$ cat src/rtl/perf_counter_multi.sv
// perf_counter_multi: NUM_SECTIONS-section Avalon-MM time/event performance counter with sticky overflow.
// Optional macro PERF_COUNTER_ATOMIC_READ_EN adds per-section high-word shadows for coherent 64-bit reads.
module perf_counter_multi #(
    parameter int NUM_SECTIONS = 4,
    parameter int TIME_W       = 64,
    parameter int EVENT_W      = 32,
    parameter int ADDR_W       = $clog2(NUM_SECTIONS) + 2
) (
    input  logic              clk,
    input  logic              reset,
    input  logic [ADDR_W-1:0] address,
    input  logic              begintransfer,
    input  logic              write,
    input  logic              read,
    input  logic [31:0]       writedata,
    output logic [31:0]       readdata
);
    localparam logic [TIME_W-1:0]  TIME_ONE = TIME_W'(1);
    localparam logic [EVENT_W-1:0] EVT_ONE  = EVENT_W'(1);

    logic                    wr;
    logic [ADDR_W-1:0]       sec_a;
    logic [1:0]              off_a;
    logic [NUM_SECTIONS-1:0] go_s, stop_s, clr_s, w1c_s;
    logic                    greset, genable;

    logic [TIME_W-1:0]       time_q [NUM_SECTIONS];
    logic [TIME_W-1:0]       time_d [NUM_SECTIONS];
    logic [EVENT_W-1:0]      evt_q  [NUM_SECTIONS];
    logic [EVENT_W-1:0]      evt_d  [NUM_SECTIONS];
    logic [NUM_SECTIONS-1:0] run_q, run_d, tovf_q, tovf_d, eovf_q, eovf_d;
    logic [31:0]             readdata_q, readdata_d;

    assign wr    = write & begintransfer;
    assign sec_a = address >> 2;
    assign off_a = address[1:0];

    always_comb begin
        go_s   = '0;
        stop_s = '0;
        clr_s  = '0;
        w1c_s  = '0;
        for (int s = 0; s < NUM_SECTIONS; s++) begin
            if (wr && sec_a == ADDR_W'(s)) begin
                case (off_a)
                    2'd0:    stop_s[s] = 1'b1;
                    2'd1:    go_s[s]   = 1'b1;
                    2'd2:    clr_s[s]  = 1'b1;
                    default: w1c_s[s]  = 1'b1;
                endcase
            end
        end
    end

    // Section 0 gates every section; its own GO enables counting in the same cycle.
    assign greset  = stop_s[0] & writedata[0];
    assign genable = run_q[0] | go_s[0];

    always_comb begin
        for (int s = 0; s < NUM_SECTIONS; s++) begin
            time_d[s] = time_q[s];
            evt_d[s]  = evt_q[s];
            run_d[s]  = run_q[s];
            tovf_d[s] = tovf_q[s];
            eovf_d[s] = eovf_q[s];
            if (go_s[s]) begin
                run_d[s] = 1'b1;
            end else if (stop_s[s]) begin
                run_d[s] = 1'b0;
            end
            // W1C is applied first so a same-cycle overflow set overrides it.
            if (w1c_s[s] && writedata[1]) tovf_d[s] = 1'b0;
            if (w1c_s[s] && writedata[2]) eovf_d[s] = 1'b0;
            if (run_q[s] && genable) begin
                time_d[s] = time_q[s] + TIME_ONE;
                if (&time_q[s]) tovf_d[s] = 1'b1;
            end
            if (go_s[s] && genable) begin
                evt_d[s] = evt_q[s] + EVT_ONE;
                if (&evt_q[s]) eovf_d[s] = 1'b1;
            end
            if (clr_s[s]) begin
                time_d[s] = '0;
                evt_d[s]  = '0;
                tovf_d[s] = 1'b0;
                eovf_d[s] = 1'b0;
            end
            if (greset) begin
                time_d[s] = '0;
                evt_d[s]  = '0;
                run_d[s]  = 1'b0;
                tovf_d[s] = 1'b0;
                eovf_d[s] = 1'b0;
            end
        end
    end

`ifdef PERF_COUNTER_ATOMIC_READ_EN
    logic                 rd;
    logic [TIME_W-33:0]   shd_q [NUM_SECTIONS];
    logic [TIME_W-33:0]   shd_d [NUM_SECTIONS];
    logic                 unused_wdata;

    assign rd           = read & begintransfer;
    assign unused_wdata = ^writedata[31:3];

    // A low-word read latches the matching high word for the following high-word read.
    always_comb begin
        for (int s = 0; s < NUM_SECTIONS; s++) begin
            shd_d[s] = shd_q[s];
            if (rd && sec_a == ADDR_W'(s) && off_a == 2'd0) shd_d[s] = time_q[s][TIME_W-1:32];
            if (clr_s[s] || greset) shd_d[s] = '0;
        end
    end

    always_ff @(posedge clk) begin
        for (int s = 0; s < NUM_SECTIONS; s++) begin
            if (reset) shd_q[s] <= '0;
            else       shd_q[s] <= shd_d[s];
        end
    end
`else
    logic unused_bits;
    assign unused_bits = ^{writedata[31:3], read};
`endif

    always_comb begin
        readdata_d = '0;
        for (int s = 0; s < NUM_SECTIONS; s++) begin
            if (sec_a == ADDR_W'(s)) begin
                case (off_a)
                    2'd0: readdata_d = time_q[s][31:0];
`ifdef PERF_COUNTER_ATOMIC_READ_EN
                    2'd1: readdata_d = 32'(shd_q[s]);
`else
                    2'd1: readdata_d = 32'(time_q[s][TIME_W-1:32]);
`endif
                    2'd2: readdata_d = 32'(evt_q[s]);
                    default: readdata_d = {29'b0, eovf_q[s], tovf_q[s], run_q[s]};
                endcase
            end
        end
    end

    always_ff @(posedge clk) begin
        if (reset) begin
            run_q      <= '0;
            tovf_q     <= '0;
            eovf_q     <= '0;
            readdata_q <= '0;
            for (int s = 0; s < NUM_SECTIONS; s++) begin
                time_q[s] <= '0;
                evt_q[s]  <= '0;
            end
        end else begin
            run_q      <= run_d;
            tovf_q     <= tovf_d;
            eovf_q     <= eovf_d;
            readdata_q <= readdata_d;
            for (int s = 0; s < NUM_SECTIONS; s++) begin
                time_q[s] <= time_d[s];
                evt_q[s]  <= evt_d[s];
            end
        end
    end

    assign readdata = readdata_q;
endmodule

$ cat config.mk
export PLATFORM = sky130hd
export DESIGN_NAME = perf_counter_multi
export DESIGN_NICKNAME = d
export VERILOG_FILES = /design/src/rtl/perf_counter_multi.sv
export SDC_FILE = /design/constraint.sdc
export NUM_CORES = 1
export LEC_CHECK = 0
export CORE_MARGIN = 4
export CORE_UTILIZATION = 55
export DETAILED_ROUTE_END_ITERATION = 10
export HOLD_SLACK_MARGIN = 0.15
export MAX_ROUTING_LAYER = met4
export PLACE_DENSITY = 0.73
export SYNTH_ARGS = -nofsm -noshare
export SYNTH_HDL_FRONTEND = slang
export SYNTH_SLANG_ARGS = --single-unit
$ cat constraint.sdc
create_clock -name clk -period 6.6 [get_ports clk]
set_input_delay 1.32 -clock clk [delete_from_list [all_inputs] [get_ports clk]]
set_output_delay 1.32 -clock clk [all_outputs]
set_load 0.005 [all_outputs]
Yosys cells after proc, flatten, opt, wreduce, memory -nomap -nowiden
Memory sizes are Yosys's and may differ from the RTL's.
Cells that the tools add are included.

storage, ports and cells
  register bits after elaboration = 44
  RAM bits = 384
  input bits = 41
  output and inout bits = 32
  logic and storage cells = 174
  memories kept = 2

memories
  memory  depth  width  rd ports  clocked after Yosys merged registers in  wr ports  RTL line  RTL
  time_q  4      64     4         0                                        4         27        logic [TIME_W-1:0] time_q [NUM_SECTIONS];
  evt_q   4      32     4         0                                        4         29        logic [EVENT_W-1:0] evt_q [NUM_SECTIONS];

cells by class
  add/subtract/negate cells = 8
  eq/ne operators = 5
  mux-type cells = 95
  bitwise gates (word level) = 11
  reductions and logical operators = 40

operator list
  kind                   count
  $mux 64                16
  $mux 32                20
  $pmux 32 s3            4
  $add 64x1->64 const B  4
  $reduce_and 64->1      4
  $add 32x1->32 const B  4
  $reduce_and 32->1      4
  $mux 1                 55
  $logic_and 1x1->1      20
  $reduce_or 3->1        5
  $or 1x1->1             9
  $reduce_bool 2->1      4
  $eq 2x2->1 const B     3
  $eq 2x1->1 const B     2
  $logic_not 4->1        1
  $and 1x1->1            2
  $logic_not 2->1        1
  $reduce_or 2->1        1

Depth between registers and ports, before layout
  word-level depth = 9
  gate-level depth with buffers = 10
  mapped depth without buffers = 6

Worst setup path before layout
No wires, ideal clock.

  path kind = input -> register
  start point = in address[2]
  end point = mem time_q[2][62]
  setup time = 70 ps
  arrival time = 3,205 ps
  data required time = 6,530 ps
  path slack = 3,324 ps
  stages on the path = 8
  buffers on the path = 3
  cell sequence = and4bb_1 > buf_4 > a21oi_2 > or4_1 > clkbuf_1 > buf_2 > or4_1 > a21oi_1

RTL lines
  what             RTL line  RTL
  start, declared  11        input logic [ADDR_W-1:0] address,
  end, declared    27

==> flow_summary_export.csv <==
group,metric,value,unit
run,drv_cap,0,
drt,wl_met1,31.2,mm
synthesis,yosys_most_used_dff,"dfxtp_1",
synthesis,syn-num-nets,2930,
finish,drive_gt1_share,4.91,%
timing,worst_pin_slew,1.23,ns
critical_path,crit_required,7.12,ns
global_route,antenna_found_initial,0,
place,hpwl,52.7,mm
floorplanning,core_area,41100,um2
finish,multi_input_area,13700,um2
clock_tree,clockBufferDepth,3,
power_and_ir_drop,combPwrFrac,4.7,%
timing,skew,0.0172,ns
power_and_ir_drop,total_power,5.48,mW
synthesis,avgSynthCellArea,8.00,um2
global_route,grt_pass1_vias,20648,
critical_path,start_kind,"input port",
floorplanning,die_h,213,um
floorplanning,io_pins,73,
finish,area_delta_synth_final,9.31,%
timing,slew_headroom,17.7,%
critical_path,cp_max_fo,60,
clock_tree,cts_hold_buf,0,
clock_tree,clkTransAtPathRegs,0.06,ns
synthesis,yosysWarnings,0,
place,finalWeightedCongestion,1.01,
global_route,grt_first_pass_wirelength,117,mm
drt,vias,22634,
status,status,"complete, no violations",
power_and_ir_drop,p_int,4.16,mW
clock_tree,postCtsSetupBuffers,0,
clock_tree,cts_resized,0,
critical_path,worstPathArrival,5.10,ns
drt,antenna_left,0,
global_route,grt-ovfl-total,0,
floorplanning,rows,74,
drt,met3_length,6.90,mm
timing,finalHoldViolations,0,
power_and_ir_drop,pwr-share-seq,47.4,%
drt,met2WireLength,32.7,mm
finish,fill_cells,3710,
clock_tree,clockRootBuffer,"clkbuf_16",
timing,rsz0062_at_grt,"false",
drt,wl,74.9,mm
synthesis,syn-cell-area,23000,um2
clock_tree,cts_tree,"yes",
timing,max_freq,0.218,GHz
synthesis,synth-edff-count,0,
drt,drt_first_iter_violations,2796,
critical_path,critPathKind,"in2reg",
worst_hold_path,hold_class,"reg2reg",
timing,period_share,69.3,%
place,io_buffers,42,
timing,drv_slew,0,
power_and_ir_drop,p_sw,1.32,mW
timing,setup_viol,0,
synthesis,ys_seq_area_share,37.2,%
global_route,grt_max_degree,99,
finish,seq_area,8570,um2
power_and_ir_drop,swShare,24.1,%
drt,drtPass1Iterations,6,
drt,dr.max_layer_used,"met4",
clock_tree,h-tree-depth,2,
drt,vias_per_cell,6.69,
clock_tree,cts_buffers,47,
power_and_ir_drop,p_leak,7.63,nW
synthesis,synth_cell_type_count,58,
synthesis,synthCells,2881,
power_and_ir_drop,power_density,217,nW/um2
finish,n_antenna_cell,0,
drt,post-route-drc-count,0,
critical_path,cp-end-kind,"flop",
global_route,grt_usage,33.4,%
power_and_ir_drop,power_frac_clock,47.9,%
finish,final_nets,2867,
floorplanning,start_util,56.0,%
drt,wire_per_inst,22.1,um
timing,min_period,4.58,ns
floorplanning,die_x,213,um
clock_tree,insertion_delay,0.60,ns
clock_tree,cts.sinks,428,
power_and_ir_drop,vdd_ir_drop_max,0.235,mV
synthesis,yosys_register_bits,428,
floorplanning,die_area,45200,um2
synthesis,ys_async_sr_fraction,0,%
timing,final.setup.tns,0,ns
-- path summary, 6_finish.rpt --
kind	cells past startpoint	to	slack, ns	from
hold / removal	2	eovf_q[2]	0.48	eovf_q[2]
setup / recovery	8	time_q[3][27]	2.02	address[0]
setup reg to reg	5	time_q[1][53]	3.09	time_q[1][4]
hold reg to reg	2	eovf_q[2]	0.48	eovf_q[2]
-- state kept, by name, summed over array words and instances, names as in the netlist --
register  cells
evt_q       128
time_q      256
readdata     32
eovf_q        4
run_q         4
tovf_q        4
-- kinds of logic after synthesis --
kind of cell    count (synthesis)  share of synthesized area, %
simple gates                 1317                          30.4
flops                         428                          37.2
compound gates                579                          14.2
fa+ha+maj                       8                         0.434
mux                           142                          6.98
xor+xnor                      190                          7.22
buf+inv                       217                          3.61
-- cell type report --
| class | count | share of cell area, % |
|---|---|---|
| clock buffers | 65 | 5.34 |
| multi-input cells | 2236 | 54.4 |
| inverters | 39 | 0.581 |
| flip-flops and latches | 428 | 34.0 |
| repair buffers | 66 | 2.36 |
| clock inverters | 18 | 0.656 |
| well taps | 532 | 2.64 |
-- through the flow --
stage                     hold WS (ns)  setup slack (ns)  instance area [um2]  cells  utilization (%)
after detailed placement         0.467              1.55                23700   3301             57.6
after CTS                        0.478              2.09                25200   3384             61.3
final                            0.476              2.02                25200   3384             61.3
after floorplan                  0.446              3.32                23000   2881                -
after global placement           0.459              1.60                23700   3301             57.6
after global routing             0.493              1.82                25200   3384             61.3
-- layout by cell type, fill, tap and decap left out, types with 46 or more instances in the layout --
master / instances
nor4_1: 89
or3_1: 115
nand3_1: 177
nor2_1: 245
a21oi_1: 255
clkbuf_16: 47
xnor2_1: 104
and3_1: 48
or4_1: 65
mux2i_1: 127
nand2_1: 244
dfxtp_1: 428
o21ai_0: 181
nand4_1: 178
o31ai_1: 55
nor3_1: 46
xor2_1: 86
-- worst max-delay path, cell delays in order --
cell	delay [ns]
buf_4	0.53
nor2b_4	0.30
buf_4	0.54
a21o_1	0.22
buf_4	0.48
nand4_1	0.65
or4b_2	0.81
a21oi_1	0.15
-- layer usage --
metal  vias to the layer above  GRT usage, %
li1                      10546             -
met3                       245          7.29
met4                         0          15.9
met1                     10831          43.6
met5                         -             -
met2                      1012          49.5
-- power by group through the flow --
stage,clock network [mW],registers [mW],logic [mW]
final,2.62,2.59,0.260
after floorplan,0,2.65,0.151
after global placement,0,2.65,0.248
after detailed placement,0,2.65,0.250
after global routing,2.75,2.59,0.271
after CTS,2.65,2.59,0.251
-- cell usage after synthesis (3+ instances only) --
cell | n | area (um2)
or2_2 | 7 | 43.8
nor2b_1 | 4 | 25.0
nor4b_1 | 3 | 26.3
a211o_1 | 4 | 35.0
o22ai_1 | 3 | 18.8
dfxtp_1 | 428 | 8570
ha_1 | 8 | 100
nand4_1 | 178 | 1110
o221ai_1 | 7 | 61.3
a22oi_1 | 3 | 22.5
o31ai_1 | 56 | 420
o21ai_0 | 182 | 911
or4_1 | 65 | 488
a31o_2 | 3 | 26.3
mux2i_1 | 127 | 1270
or3_1 | 115 | 719
mux4_2 | 15 | 338
nand3_1 | 177 | 886
and2_1 | 21 | 131
o41ai_1 | 3 | 26.3
nand2_1 | 244 | 916
o211ai_1 | 42 | 315
and3_1 | 48 | 300
a21oi_1 | 256 | 1280
nor4_1 | 89 | 557
nor2_1 | 245 | 920
inv_1 | 39 | 146
nand4b_1 | 7 | 61.3
clkbuf_1 | 147 | 552
nand2b_1 | 17 | 106
buf_1 | 19 | 71.3
o21ai_1 | 4 | 20.0
xnor2_1 | 104 | 911
buf_2 | 11 | 55.1
and4_1 | 32 | 280
nor3_1 | 46 | 230
xor2_1 | 86 | 753
o21a_1 | 7 | 52.6
Power figures use the tool's default switching activity.
